[src/rtl/core_if_pkg.sv]
// Shared constants and types for the core_if instruction fetch stage.
package core_if_pkg;

  localparam logic [31:0] CORE_INS_NOP     = 32'h0000_0013;
  localparam logic [31:0] CORE_IF_RESET_PC = 32'h0000_0000;

  typedef enum logic [1:0] {
    CORE_IF_ST_FETCH   = 2'b00,
    CORE_IF_ST_WAIT    = 2'b01,
    CORE_IF_ST_DISCARD = 2'b10,
    CORE_IF_ST_STOP    = 2'b11
  } core_if_state_e;

  typedef struct packed {
    logic        err;
    logic [31:0] pc;
    logic [31:0] ins;
  } core_if_entry_t;

  function automatic logic [31:0] core_if_next_pc(input logic [31:0] pc);
    return pc + 32'd4;
  endfunction

endpackage

[src/rtl/core_if_fifo.sv]
// Synchronous prefetch FIFO of {err, pc, ins} entries; clear overrides push and pop.
module core_if_fifo
  import core_if_pkg::*;
#(
  parameter  int DEPTH = 2,
  localparam int AW    = $clog2(DEPTH),
  localparam int CW    = $clog2(DEPTH + 1)
) (
  input  logic           clk,
  input  logic           rst,
  input  logic           i_push,
  input  core_if_entry_t i_data,
  input  logic           i_pop,
  input  logic           i_clear,
  output core_if_entry_t o_head,
  output logic [CW-1:0]  o_count,
  output logic           o_full,
  output logic           o_empty
);

  core_if_entry_t r_mem [DEPTH];
  logic [AW-1:0]  r_wr_ptr;
  logic [AW-1:0]  r_rd_ptr;
  logic [CW-1:0]  r_count;
  logic           w_do_push;
  logic           w_do_pop;

  assign o_full    = (r_count == CW'(DEPTH));
  assign o_empty   = (r_count == {CW{1'b0}});
  assign o_count   = r_count;
  assign o_head    = r_mem[r_rd_ptr];
  assign w_do_push = i_push && !o_full;
  assign w_do_pop  = i_pop && !o_empty;

  // Pointers and occupancy
  always_ff @(posedge clk) begin
    if (!rst || i_clear) begin
      r_wr_ptr <= {AW{1'b0}};
      r_rd_ptr <= {AW{1'b0}};
      r_count  <= {CW{1'b0}};
    end else begin
      if (w_do_push) r_wr_ptr <= r_wr_ptr + AW'(1'b1);
      if (w_do_pop)  r_rd_ptr <= r_rd_ptr + AW'(1'b1);
      case ({w_do_push, w_do_pop})
        2'b10:   r_count <= r_count + CW'(1'b1);
        2'b01:   r_count <= r_count - CW'(1'b1);
        default: r_count <= r_count;
      endcase
    end
  end

  // Entry storage
  always_ff @(posedge clk) begin
    if (rst && !i_clear && w_do_push) begin
      r_mem[r_wr_ptr] <= i_data;
    end
  end

endmodule

[src/rtl/core_if.sv]
// Instruction fetch stage: req/ack bus fetch into a prefetch FIFO feeding decode.
// Optional CORE_IF_ALIGN_CHECK_EN faults misaligned redirect targets instead of aligning them.
module core_if
  import core_if_pkg::*;
#(
  parameter logic [31:0] RESET_PC   = CORE_IF_RESET_PC,
  parameter int          FIFO_DEPTH = 2,
  parameter logic [31:0] NOP_INS    = CORE_INS_NOP
) (
  input  logic        clk,
  input  logic        rst,
  input  logic        i_id_halt,
  input  logic        i_redirect,
  input  logic [31:0] i_redirect_pc,
  output logic        o_im_req,
  output logic [31:0] o_im_addr,
  input  logic        i_im_ack,
  input  logic [31:0] i_im_rdata,
  input  logic        i_im_err,
  output logic [31:0] o_if_ins,
  output logic [31:0] o_if_pc,
  output logic        o_if_valid,
  output logic        o_if_err
);

  localparam int CW = $clog2(FIFO_DEPTH + 1);

  core_if_state_e r_state;
  logic [31:0]    r_fetch_pc;
  logic [31:0]    r_req_addr;
  logic           r_flt_pend;
  logic [31:0]    r_if_ins;
  logic [31:0]    r_if_pc;
  logic           r_if_valid;
  logic           r_if_err;

  logic           w_outst;
  logic           w_req;
  logic           w_ack;
  logic           w_bus_push;
  logic           w_flt_push;
  logic           w_push;
  logic           w_pop;
  logic           w_misalign;
  logic [31:0]    w_addr;
  logic [31:0]    w_redir_pc;
  core_if_entry_t w_push_data;
  core_if_entry_t w_head;
  logic [CW-1:0]  w_count;
  logic           w_full;
  logic           w_empty;

`ifdef CORE_IF_ALIGN_CHECK_EN
  assign w_redir_pc = i_redirect_pc;
  assign w_misalign = (i_redirect_pc[1:0] != 2'b00);
`else
  assign w_redir_pc = i_redirect_pc & 32'hFFFF_FFFC;
  assign w_misalign = 1'b0;
`endif

  // An in-flight request pins the bus; a new one needs room for its reply
  assign w_outst    = (r_state == CORE_IF_ST_WAIT) || (r_state == CORE_IF_ST_DISCARD);
  assign w_req      = w_outst || ((r_state == CORE_IF_ST_FETCH) && (w_count < CW'(FIFO_DEPTH)));
  assign w_ack      = w_req && i_im_ack;
  assign w_addr     = w_outst ? r_req_addr : r_fetch_pc;
  assign w_bus_push = w_ack && ((r_state == CORE_IF_ST_FETCH) || (r_state == CORE_IF_ST_WAIT));
  assign w_flt_push = (r_state == CORE_IF_ST_STOP) && r_flt_pend;
  assign w_push     = (w_bus_push || w_flt_push) && !w_full;
  assign w_pop      = !i_id_halt && !w_empty;

  assign o_im_req   = rst && w_req;
  assign o_im_addr  = w_addr;
  assign o_if_ins   = r_if_ins;
  assign o_if_pc    = r_if_pc;
  assign o_if_valid = r_if_valid;
  assign o_if_err   = r_if_err;

  // Entry source: bus response or synthesised alignment fault
  always_comb begin
    w_push_data = '{err: i_im_err, pc: w_addr, ins: i_im_rdata};
    if (w_flt_push) begin
      w_push_data = '{err: 1'b1, pc: r_fetch_pc, ins: NOP_INS};
    end else begin
      w_push_data = '{err: i_im_err, pc: w_addr, ins: i_im_rdata};
    end
  end

  core_if_fifo #(.DEPTH(FIFO_DEPTH)) u_fifo (
    .clk     (clk),
    .rst     (rst),
    .i_push  (w_push),
    .i_data  (w_push_data),
    .i_pop   (w_pop),
    .i_clear (i_redirect),
    .o_head  (w_head),
    .o_count (w_count),
    .o_full  (w_full),
    .o_empty (w_empty)
  );

  // Bus FSM and fetch address
  always_ff @(posedge clk) begin
    if (!rst) begin
      r_state    <= CORE_IF_ST_FETCH;
      r_fetch_pc <= RESET_PC;
      r_req_addr <= RESET_PC;
      r_flt_pend <= 1'b0;
    end else if (i_redirect) begin
      r_fetch_pc <= w_redir_pc;
      r_flt_pend <= w_misalign;
      if (w_req && !i_im_ack) begin
        r_state    <= CORE_IF_ST_DISCARD;
        r_req_addr <= w_addr;
      end else if (w_misalign) begin
        r_state <= CORE_IF_ST_STOP;
      end else begin
        r_state <= CORE_IF_ST_FETCH;
      end
    end else begin
      case (r_state)
        CORE_IF_ST_FETCH: begin
          if (w_ack) begin
            r_fetch_pc <= core_if_next_pc(r_fetch_pc);
            if (i_im_err) r_state <= CORE_IF_ST_STOP;
          end else if (w_req) begin
            r_state    <= CORE_IF_ST_WAIT;
            r_req_addr <= r_fetch_pc;
          end
        end
        CORE_IF_ST_WAIT: begin
          if (w_ack) begin
            r_fetch_pc <= core_if_next_pc(r_fetch_pc);
            r_state    <= i_im_err ? CORE_IF_ST_STOP : CORE_IF_ST_FETCH;
          end
        end
        CORE_IF_ST_DISCARD: begin
          if (w_ack) r_state <= r_flt_pend ? CORE_IF_ST_STOP : CORE_IF_ST_FETCH;
        end
        CORE_IF_ST_STOP: begin
          if (w_push) r_flt_pend <= 1'b0;
        end
        default: r_state <= CORE_IF_ST_FETCH;
      endcase
    end
  end

  // Decode-facing output register; if_pc keeps its value across bubbles
  always_ff @(posedge clk) begin
    if (!rst) begin
      r_if_ins   <= NOP_INS;
      r_if_pc    <= 32'h0000_0000;
      r_if_valid <= 1'b0;
      r_if_err   <= 1'b0;
    end else if (i_redirect) begin
      r_if_ins   <= NOP_INS;
      r_if_valid <= 1'b0;
      r_if_err   <= 1'b0;
    end else if (w_pop) begin
      r_if_ins   <= w_head.err ? NOP_INS : w_head.ins;
      r_if_pc    <= w_head.pc;
      r_if_valid <= !w_head.err;
      r_if_err   <= w_head.err;
    end else if (!i_id_halt) begin
      r_if_ins   <= NOP_INS;
      r_if_valid <= 1'b0;
      r_if_err   <= 1'b0;
    end
  end

endmodule
[config.mk]
export PLATFORM = sky130hd
export DESIGN_NAME = core_if
export DESIGN_NICKNAME = d
export VERILOG_FILES = /design/src/rtl/core_if_pkg.sv /design/src/rtl/core_if_fifo.sv /design/src/rtl/core_if.sv
export SDC_FILE = /design/constraint.sdc
export NUM_CORES = 1
export LEC_CHECK = 0
export ABC_AREA = 1
export CORE_MARGIN = 2
export CORE_UTILIZATION = 40
export CTS_BUF_LIST = sky130_fd_sc_hd__clkbuf_2
export DETAILED_ROUTE_END_ITERATION = 8
export DONT_BUFFER_PORTS = 1
export GPL_TIMING_DRIVEN = 0
export PLACE_DENSITY = 0.5
export SKIP_LAST_GASP = 1
export SYNTH_ARGS = -nofsm -noshare
export SYNTH_HDL_FRONTEND = slang
export SYNTH_SLANG_ARGS = --single-unit
[constraint.sdc]
create_clock -name clk -period 17.6 [get_ports clk]
set_input_delay 3.52 -clock clk [delete_from_list [all_inputs] [get_ports clk]]
set_output_delay 3.52 -clock clk [all_outputs]
set_load 0.01 [all_outputs]
==> impl_metrics.csv, run 1 <==
group,metric,value,unit
logic_synthesis,synth_cell_types,35,
setup_path,worstPathCellList,"inv_1, nor2_1",
die,initial_core_util,40.8,%
placement,placed_cells,1704,
placement,place.gp.congestion,0.886,
pwr,p_leak,0.00504,µW
logic_synthesis,netlist_instances,1317,
setup_path,cp_top_family,"simple AND/OR/NAND/NOR gates",
cells_and_area,multi_input_area,0.00408,mm²
timing,rsz0062_at_grt,"no",
drt,vias,9111,
die,fp.coreArea,0.0279,mm²
timing,drv_slew,0,
setup_path,path_max_fanout,6,
timing,tightest_slew,1.14,ns
setup_path,cp.required,14.08,ns
timing,finalCriticalPeriod,7.55,ns
status,outcome,"completed",
timing,fmax,0.132,GHz
cells_and_area,nFillCells,2838,
logic_synthesis,synth_area_leaders,"edfxtp_1 (34%), dfxtp_1 (24%), nand2_1 (12%)",
setup_path,timing.reg2reg.setup_slack,13.90,ns
die,dieArea,0.0298,mm²
logic_synthesis,synth_top_cell_by_area,"edfxtp_1",
drt,dr.pass1.iters,5,
setup_path,cp-end-kind,"primary output",
die,io_pins,169,
clock_tree,cts_hold_buf,0,
logic_synthesis,synthTopCellsByCount,"nand2_1 (368), dfxtp_1 (135), nor2_1 (132), edfxtp_1 (130), o21ai_0 (123)",
placement,pre_cts_slack,10.05,ns
cells_and_area,stdcell_count,1845,
logic_synthesis,syn-num-nets,1392,
logic_synthesis,synth_top_area_share,34.4,%
worst_hold_path,min_path_type,"flop to flop",
pwr,p_per_area,134,mW/mm²
timing,tns,0,ns
die,dieHeight,173,µm
global_route,grt_overflow_total,0,
clock_tree,cts-htree-levels,3,
clock_tree,cts_made_buffers,74,
global_route,grtUsageTotal,21.9,%
global_route,grt_pass1_vias,8749,
global_route,grt_pass1_wl,50.4,mm
drt,wl_per_cell,17.8,µm
clock_tree,cts_root_buf,"clkbuf_2",
cells_and_area,regArea,0.00661,mm²
logic_synthesis,ys.warnings.count,0,
timing,hold_slack,0.436,ns
drt,routed_wl,32.8,mm
logic_synthesis,synth-seq-cells,265,
logic_synthesis,post-synth-top-count-cell,"nand2_1",
clock_tree,clock_sinks,265,
drt,via_per_inst,4.94,
drt,drt-initial-drc-count,515,
logic_synthesis,ys_seq_area_share,58.1,%
placement,hpwlAfterDp,23.6,mm
timing,finalCritPeriodShare,42.9,%
setup_path,worstSetupStartpointType,"input pin",
setup_path,cp.arrival,4.03,ns
cells_and_area,nets,1477,
timing,setup_violations,0,
cells_and_area,drive_above_1_share,12.9,%
global_route,grt_max_degree,31,
drt,drc,0,
job,maxCapViolations,0,
logic_synthesis,synthFlopType,"dfxtp_1",
logic_synthesis,synth-edff-count,130,
logic_synthesis,synth.avg_cell_area,8.63,µm²
clock_tree,insertion_delay,0.88,ns
clock_tree,clockBufferDepth,3,
logic_synthesis,postSynth.asyncResetShare,0,%
clock_tree,path_clk_slew,0.09,ns
cells_and_area,syn_to_final_growth,11.5,%
setup_path,path_buf_inv,1,
pwr,peakVddDrop,60.8,µV
timing,fin_ws,10.05,ns
clock_tree,cts_tree,"done",
die,fp-row-count,61,
setup_path,path_class,"input pin to primary output",
global_route,antenna_found_initial,3,
die,die_w,173,µm
timing,finalHoldViolations,0,
placement,portBuffers,0,
setup_path,critPathSlowestCell,"nor2_1",
clock_tree,cts_resized,0,
logic_synthesis,synth_area,0.0114,mm²
setup_path,critical-path-max-stage-delay,0.38,ns
clock_tree,post_cts_buffers,0,
timing,fin_skew,0.0837,ns
timing,relSlewSlack,23.4,%
drt,ant_nets,0,
## cells in the final DEF (no fill, tap or decap), types with 7 or more instances in the layout
cell type / synthesis / final
clkbuf_2: 0 / 117
dfxtp_1: 135 / 135
nor2_1: 132 / 131
o21ai_1: 19 / 19
a31oi_1: 33 / 33
o21a_1: 10 / 10
inv_1: 92 / 92
edfxtp_1: 130 / 130
o21ai_0: 123 / 123
buf_6: 0 / 7
clkinv_1: 1 / 15
buf_4: 8 / 8
buf_1: 7 / 7
mux2i_1: 15 / 15
nand2_1: 368 / 368
clkbuf_1: 34 / 34
a21oi_1: 75 / 75
nand3_1: 63 / 63
or2_2: 13 / 13
buf_2: 22 / 22
## state kept, by name, summed over array words and instances (netlist names), named ones only
register,flops
r_state,2
o_if_ins,32
u_fifo.o_count,2
u_fifo.r_rd_ptr,1
o_if_err,1
u_fifo.r_mem,130
r_fetch_pc,30
r_req_addr,32
o_if_valid,1
u_fifo.r_wr_ptr,1
o_if_pc,32
## stage by stage
| step | instance area (µm²) | total power [µW] | utilization, % |
|---|---|---|---|
| after floorplan | 11400 | 1110 | - |
| after global placement | 11800 | 1260 | 42.5 |
| after detailed placement | 12000 | 1270 | 43.0 |
| after CTS | 12700 | 1720 | 45.5 |
| after global routing | 12700 | 1810 | 45.5 |
| final | 12700 | 1690 | 45.5 |
## layer usage
metal  routed length (µm)  track usage [%]
met5                    0                0
met2                15400             35.8
met1                14100             26.9
met3                 2460             7.61
met4                  783             8.05
## worst paths after layout
kind                          to          start  depth (start not counted)
min reg2reg        r_req_addr[1]  r_req_addr[1]                          2
max                     o_im_req            rst                          2
max reg2reg  u_fifo.r_mem[1][56]     r_state[0]                         12
min                r_req_addr[1]  r_req_addr[1]                          2
## logic make-up (layout without fill, tap and decap cells)
family	Yosys count	count (layout)	share of synthesized area, %
adder cells (fa/ha/maj)	5	5	0.551
buffers and inverters	169	316	6.09
AND/OR/NAND/NOR	593	593	21.1
flip-flops	265	265	58.1
XOR/XNOR	3	3	0.231
other	0	3	0
multiplexers	15	15	1.32
AO/OA/AOI/OAI	267	267	12.6
## worst register-to-register path, delay by kind of cell, from the launching register on
family          cells  cell delay [ns]
compound gates      1             0.29
fa+ha+maj           1             0.35
buf+inv             6             1.06
flops               1             0.37
simple gates        4             1.36
## final cells by class
type	instances	area share, %
Multi-Input combinational cell	883	32.2
Buffer	71	2.56
Clock buffer	117	4.62
Sequential cell	265	52.1
Inverter	98	2.90
Clock inverter	21	0.839
Antenna cell	3	0.0592
Tap cell	378	3.73
Timing Repair Buffer	9	0.997
## power by group
group / internal (µW) / total [µW] / switching, µW
clock: 179 / 440 / 261
combinational: 130 / 461 / 330
sequential: 744 / 793 / 48.3
total: 1050 / 1690 / 640
Power figures use the tool's default switching activity.
==> run 2, diff against run 1 <==
--- a/config.mk
+++ b/config.mk
@@ -12,7 +12,7 @@
 export DETAILED_ROUTE_END_ITERATION = 8
 export DONT_BUFFER_PORTS = 1
 export GPL_TIMING_DRIVEN = 0
-export PLACE_DENSITY = 0.5
+export PLACE_DENSITY = 0.52
 export SKIP_LAST_GASP = 1
 export SYNTH_ARGS = -nofsm -noshare
 export SYNTH_HDL_FRONTEND = slang
==> constraint.sdc (replaced) <==
create_clock -name clk -period 6.1 [get_ports clk]
set_input_delay 1.22 -clock clk [delete_from_list [all_inputs] [get_ports clk]]
set_output_delay 1.22 -clock clk [all_outputs]
set_load 0.01 [all_outputs]
==> impl_metrics.csv, run 2 (synthesis gave the netlist of run 1 again) <==
group,metric,value,unit
setup_path,critPathSlowestCell,"clkbuf_1",
cells_and_area,syn_to_final_growth,11.8,%
cells_and_area,nets,1473,
cells_and_area,drive_above_1_share,13.0,%
global_route,grtUsageTotal,21.7,%
drt,drc,0,
setup_path,cp-end-kind,"primary output",
pwr,p_leak,0.00507,µW
timing,finalCriticalPeriod,4.11,ns
drt,wl_per_cell,17.8,µm
placement,portBuffers,0,
global_route,grt_pass1_wl,50.2,mm
die,fp.coreArea,0.0279,mm²
job,maxCapViolations,0,
setup_path,path_class,"flop to primary output",
setup_path,r2r_cells,10,
clock_tree,post_cts_buffers,0,
placement,place.gp.congestion,0.922,
timing,fmax,0.243,GHz
global_route,grt_overflow_total,0,
clock_tree,cts_tree,"done",
global_route,grt_max_degree,29,
cells_and_area,final_cell_mix,"nand2_1 (368), dfxtp_1 (135), nor2_1 (131)",
cells_and_area,multi_input_area,0.00408,mm²
clock_tree,path_clk_slew,0.09,ns
timing,finalCritPeriodShare,67.4,%
cells_and_area,final_area,0.0127,mm²
clock_tree,insertion_delay,0.84,ns
clock_tree,cts_made_buffers,73,
clock_tree,cts_hold_buf,0,
setup_path,cp.required,4.88,ns
setup_path,cp.arrival,2.89,ns
placement,placed_area,0.0120,mm²
setup_path,worstSetupStartpointType,"flop",
timing,rsz0062_at_grt,"no",
clock_tree,cts-htree-levels,3,
timing,setup_violations,0,
setup_path,timing.reg2reg.setup_slack,2.71,ns
timing,drv_slew,0,
drt,dr.pass1.iters,6,
cells_and_area,utilization,45.6,%
die,io_pins,169,
timing,fin_skew,0.0865,ns
global_route,grt_pass1_vias,8699,
cells_and_area,stdcell_count,1836,
setup_path,path_buf_inv,3,
pwr,peakVddDrop,237,µV
pwr,p_per_area,392,mW/mm²
drt,routed_wl,32.7,mm
setup_path,path_depth,6,
clock_tree,clockBufferDepth,3,
worst_hold_path,holdPathStages,2,
cells_and_area,top_register,"u_fifo.r_mem",
drt,ant_nets,0,
die,die_w,173,µm
status,outcome,"completed",
die,fp-row-count,61,
timing,hold_slack,0.440,ns
die,dieArea,0.0298,mm²
drt,drt-initial-drc-count,586,
clock_tree,cts_resized,0,
cells_and_area,largest_register_ffs,130,
cells_and_area,nFillCells,2848,
setup_path,cp_common_cell,"inv_1",
cells_and_area,regArea,0.00661,mm²
die,dieHeight,173,µm
setup_path,critical-path-max-stage-delay,0.42,ns
global_route,antenna_found_initial,4,
drt,via_per_inst,4.96,
clock_tree,clock_sinks,265,
clock_tree,cts_root_buf,"clkbuf_2",
setup_path,cp_top_family,"buffers and inverters",
placement,placed_cells,1701,
worst_hold_path,min_path_type,"flop to flop",
die,initial_core_util,40.8,%
setup_path,worstPathCellList,"inv_1, ha_1, inv_1, clkbuf_1, or2_2, o21a_1",
timing,finalHoldViolations,0,
drt,vias,9115,
timing,tightest_slew,0.992,ns
cells_and_area,final_common_cell,"nand2_1",
timing,relSlewSlack,33.2,%
setup_path,path_max_fanout,10,
placement,hpwlAfterDp,23.4,mm
run 2: cell type report:
class | instances | share of cell area (%)
multi-input combinational | 883 | 32.1
inverter | 98 | 2.90
timing repair buffer | 6 | 0.985
antenna | 2 | 0.0394
tap | 378 | 3.72
buffer | 71 | 2.55
clock inverter | 12 | 0.887
clock buffer | 121 | 4.77
sequential | 265 | 52.0
run 2: path summary, 6_finish.rpt:
path,start,endpoint
max reg2reg,r_state[0],u_fifo.r_mem[1][61]
min reg2reg,r_req_addr[0],r_req_addr[0]
max,r_state[0],o_im_addr[16]
min,r_req_addr[0],r_req_addr[0]
run 2: report_power, final:
part / switching, µW / leakage (µW) / internal [µW]
Clock: 754 / 0.000557 / 604
Combinational: 947 / 0.00222 / 375
Sequential: 146 / 0.00229 / 2150
run 2: tightest hold or removal path: stages, from the launching register on:
cell and delay, ns:
dfxtp_1 0.32, nand2_1 0.05, nor2_1 0.03
run 2: stage by stage:
stage	TNS (ns)	worst slack [ns]	power [µW]
2_1_floorplan	0	0.880	3210
3_3_place_gp	-149.79	-1.51	3630
3_5_place_dp	0	2.43	3660
4_1_cts	0	1.95	5030
5_1_grt	0	1.74	5290
6_report	0	1.99	4970
run 2: routing by layer:
layer	global-route usage (%)	routed length, µm	vias to the layer above
met5	0	0	-
met4	7.09	648	0
met3	8.49	2970	57
met2	35.1	15300	297
met1	26.6	13800	4158
li1	-	-	4603
==> run 3, diff against run 2 <==
--- a/config.mk
+++ b/config.mk
@@ -12,7 +12,7 @@
 export DETAILED_ROUTE_END_ITERATION = 8
 export DONT_BUFFER_PORTS = 1
 export GPL_TIMING_DRIVEN = 0
-export PLACE_DENSITY = 0.52
+export PLACE_DENSITY = 0.5
 export SKIP_LAST_GASP = 1
 export SYNTH_ARGS = -nofsm -noshare
 export SYNTH_HDL_FRONTEND = slang
==> constraint.sdc (replaced) <==
create_clock -name clk -period 4.3 [get_ports clk]
set_input_delay 0.86 -clock clk [delete_from_list [all_inputs] [get_ports clk]]
set_output_delay 0.86 -clock clk [all_outputs]
set_load 0.01 [all_outputs]
==> impl_metrics.csv, run 3 (synthesis gave the netlist of run 1 again) <==
group,metric,value,unit
timing,drv_slew,0,
placement,placed_cells,1701,
clock_tree,cts-htree-levels,3,
drt,wl_met3,2.35,mm
global_route,grt_overflow_total,0,
drt,drc,0,
pwr,p_switching,2620,µW
setup_path,cp-end-kind,"primary output",
timing,tightest_slew,1.04,ns
global_route,grt_max_degree,28,
clock_tree,cts_root_buf,"clkbuf_2",
timing,fmax,0.270,GHz
global_route,grt_pass1_vias,9023,
drt,drt-initial-drc-count,489,
clock_tree,cts_made_buffers,72,
setup_path,path_depth,7,
die,initial_core_util,40.8,%
clock_tree,clock_sinks,265,
setup_path,cp.required,3.44,ns
drt,vias,9123,
pwr,p_leak,0.00514,µW
die,fp.coreArea,0.0279,mm²
pwr,seqPwrFrac,45.8,%
clock_tree,path_clk_slew,0.10,ns
clock_tree,insertion_delay,0.87,ns
die,die_w,173,µm
placement,portBuffers,0,
setup_path,worstSetupStartpointType,"flop",
clock_tree,cts_hold_buf,14,
drt,wl_per_cell,17.8,µm
timing,fin_skew,0.0826,ns
global_route,antenna_found_initial,2,
timing,finalCriticalPeriod,3.70,ns
setup_path,r2r_cells,11,
cells_and_area,nFillCells,2844,
pwr,switching_share,36.9,%
placement,hpwlAfterDp,23.7,mm
timing,finalHoldViolations,0,
setup_path,path_buf_inv,4,
worst_hold_path,min_path_type,"input pin to flop",
setup_path,critPathSlowestCell,"clkbuf_1",
drt,met1_length,14.2,mm
cells_and_area,stdcell_count,1849,
clock_tree,clockBufferDepth,3,
clock_tree,cts_tree,"done",
drt,routed_wl,33.0,mm
setup_path,path_max_fanout,10,
setup_path,critical-path-max-stage-delay,0.39,ns
setup_path,worstPathCellList,"inv_1, ha_1, inv_1, clkbuf_1, or2_2, o21ai_0, inv_1",
worst_hold_path,holdPathStages,0,
drt,via_per_inst,4.93,
cells_and_area,top_register,"u_fifo.r_mem",
cells_and_area,nets,1488,
drt,top_layer_used,"met4",
global_route,grt_pass1_wl,51.2,mm
timing,finalCritPeriodShare,86.1,%
clock_tree,post_cts_buffers,0,
setup_path,path_class,"flop to primary output",
timing,hold_slack,0.0915,ns
pwr,p_per_area,550,mW/mm²
placement,place.gp.congestion,0.919,
cells_and_area,multi_input_area,0.00408,mm²
drt,ant_nets,0,
cells_and_area,largest_register_ffs,130,
die,dieArea,0.0298,mm²
cells_and_area,drive_above_1_share,12.7,%
pwr,clockPowerShare,27.5,%
pwr,combPwrFrac,26.7,%
die,fp-row-count,61,
cells_and_area,final_common_cell,"nand2_1",
timing,rsz0062_at_grt,"no",
drt,wl_met2,15.5,mm
pwr,p_int,4480,µW
pwr,peakVddDrop,308,µV
setup_path,cp_common_cell,"inv_1",
job,maxCapViolations,0,
timing,setup_violations,0,
die,io_pins,169,
setup_path,cp.arrival,2.84,ns
status,outcome,"completed",
cells_and_area,final_cell_mix,"nand2_1 (368), dfxtp_1 (135), nor2_1 (131)",
setup_path,cp_top_family,"buffers and inverters",
timing,relSlewSlack,30.3,%
cells_and_area,regArea,0.00661,mm²
cells_and_area,syn_to_final_growth,13.5,%
global_route,grtUsageTotal,22.1,%
drt,dr.pass1.iters,4,
die,dieHeight,173,µm
clock_tree,cts_resized,0,
## run 3: cell type report
| class | instances | share of cell area (%) |
|---|---|---|
| Sequential cell | 265 | 51.2 |
| Multi-Input combinational cell | 883 | 31.7 |
| Clock buffer | 115 | 4.46 |
| Tap cell | 378 | 3.67 |
| Inverter | 98 | 2.85 |
| Buffer | 71 | 2.51 |
| Timing Repair Buffer | 22 | 2.41 |
| Clock inverter | 15 | 1.18 |
| Antenna cell | 2 | 0.0388 |
## run 3: stage by stage
step / setup slack [ns] / instance area [µm²] / TNS, ns / power, µW / util [%]
final: 0.596 / 12900 / 0 / 7100 / 46.3
after global routing: 0.368 / 12900 / 0 / 7550 / 46.3
after CTS: 0.497 / 12900 / 0 / 7190 / 46.2
after detailed placement: 0.804 / 12000 / 0 / 5200 / 43.1
after global placement: -1.31 / 11800 / -130.91 / 5160 / 42.5
after floorplan: 0.492 / 11400 / 0 / 4550 / -
## run 3: layer usage
layer,up-vias,track usage (%)
li1,4634,-
met1,4155,27.2
met2,267,36.5
met3,67,7.04
met4,0,8.01
met5,-,0
## run 3: power groups by stage
stage | combinational [µW] | sequential, µW | clock (µW)
4_1_cts | 1920 | 3250 | 2030
5_1_grt | 2120 | 3290 | 2140
2_1_floorplan | 1310 | 3240 | 0
3_5_place_dp | 1900 | 3300 | 0
6_report | 1900 | 3250 | 1950
3_3_place_gp | 1850 | 3310 | 0
## run 3: worst paths after layout
| kind | from | slack, ns | endpoint |
|---|---|---|---|
| max | r_state[0] | 0.60 | o_im_addr[13] |
| min | i_im_rdata[17] | 0.09 | u_fifo.r_mem[0][17] |
| max reg2reg | r_state[0] | 0.88 | u_fifo.r_mem[1][29] |
| min reg2reg | r_req_addr[0] | 0.44 | r_req_addr[0] |
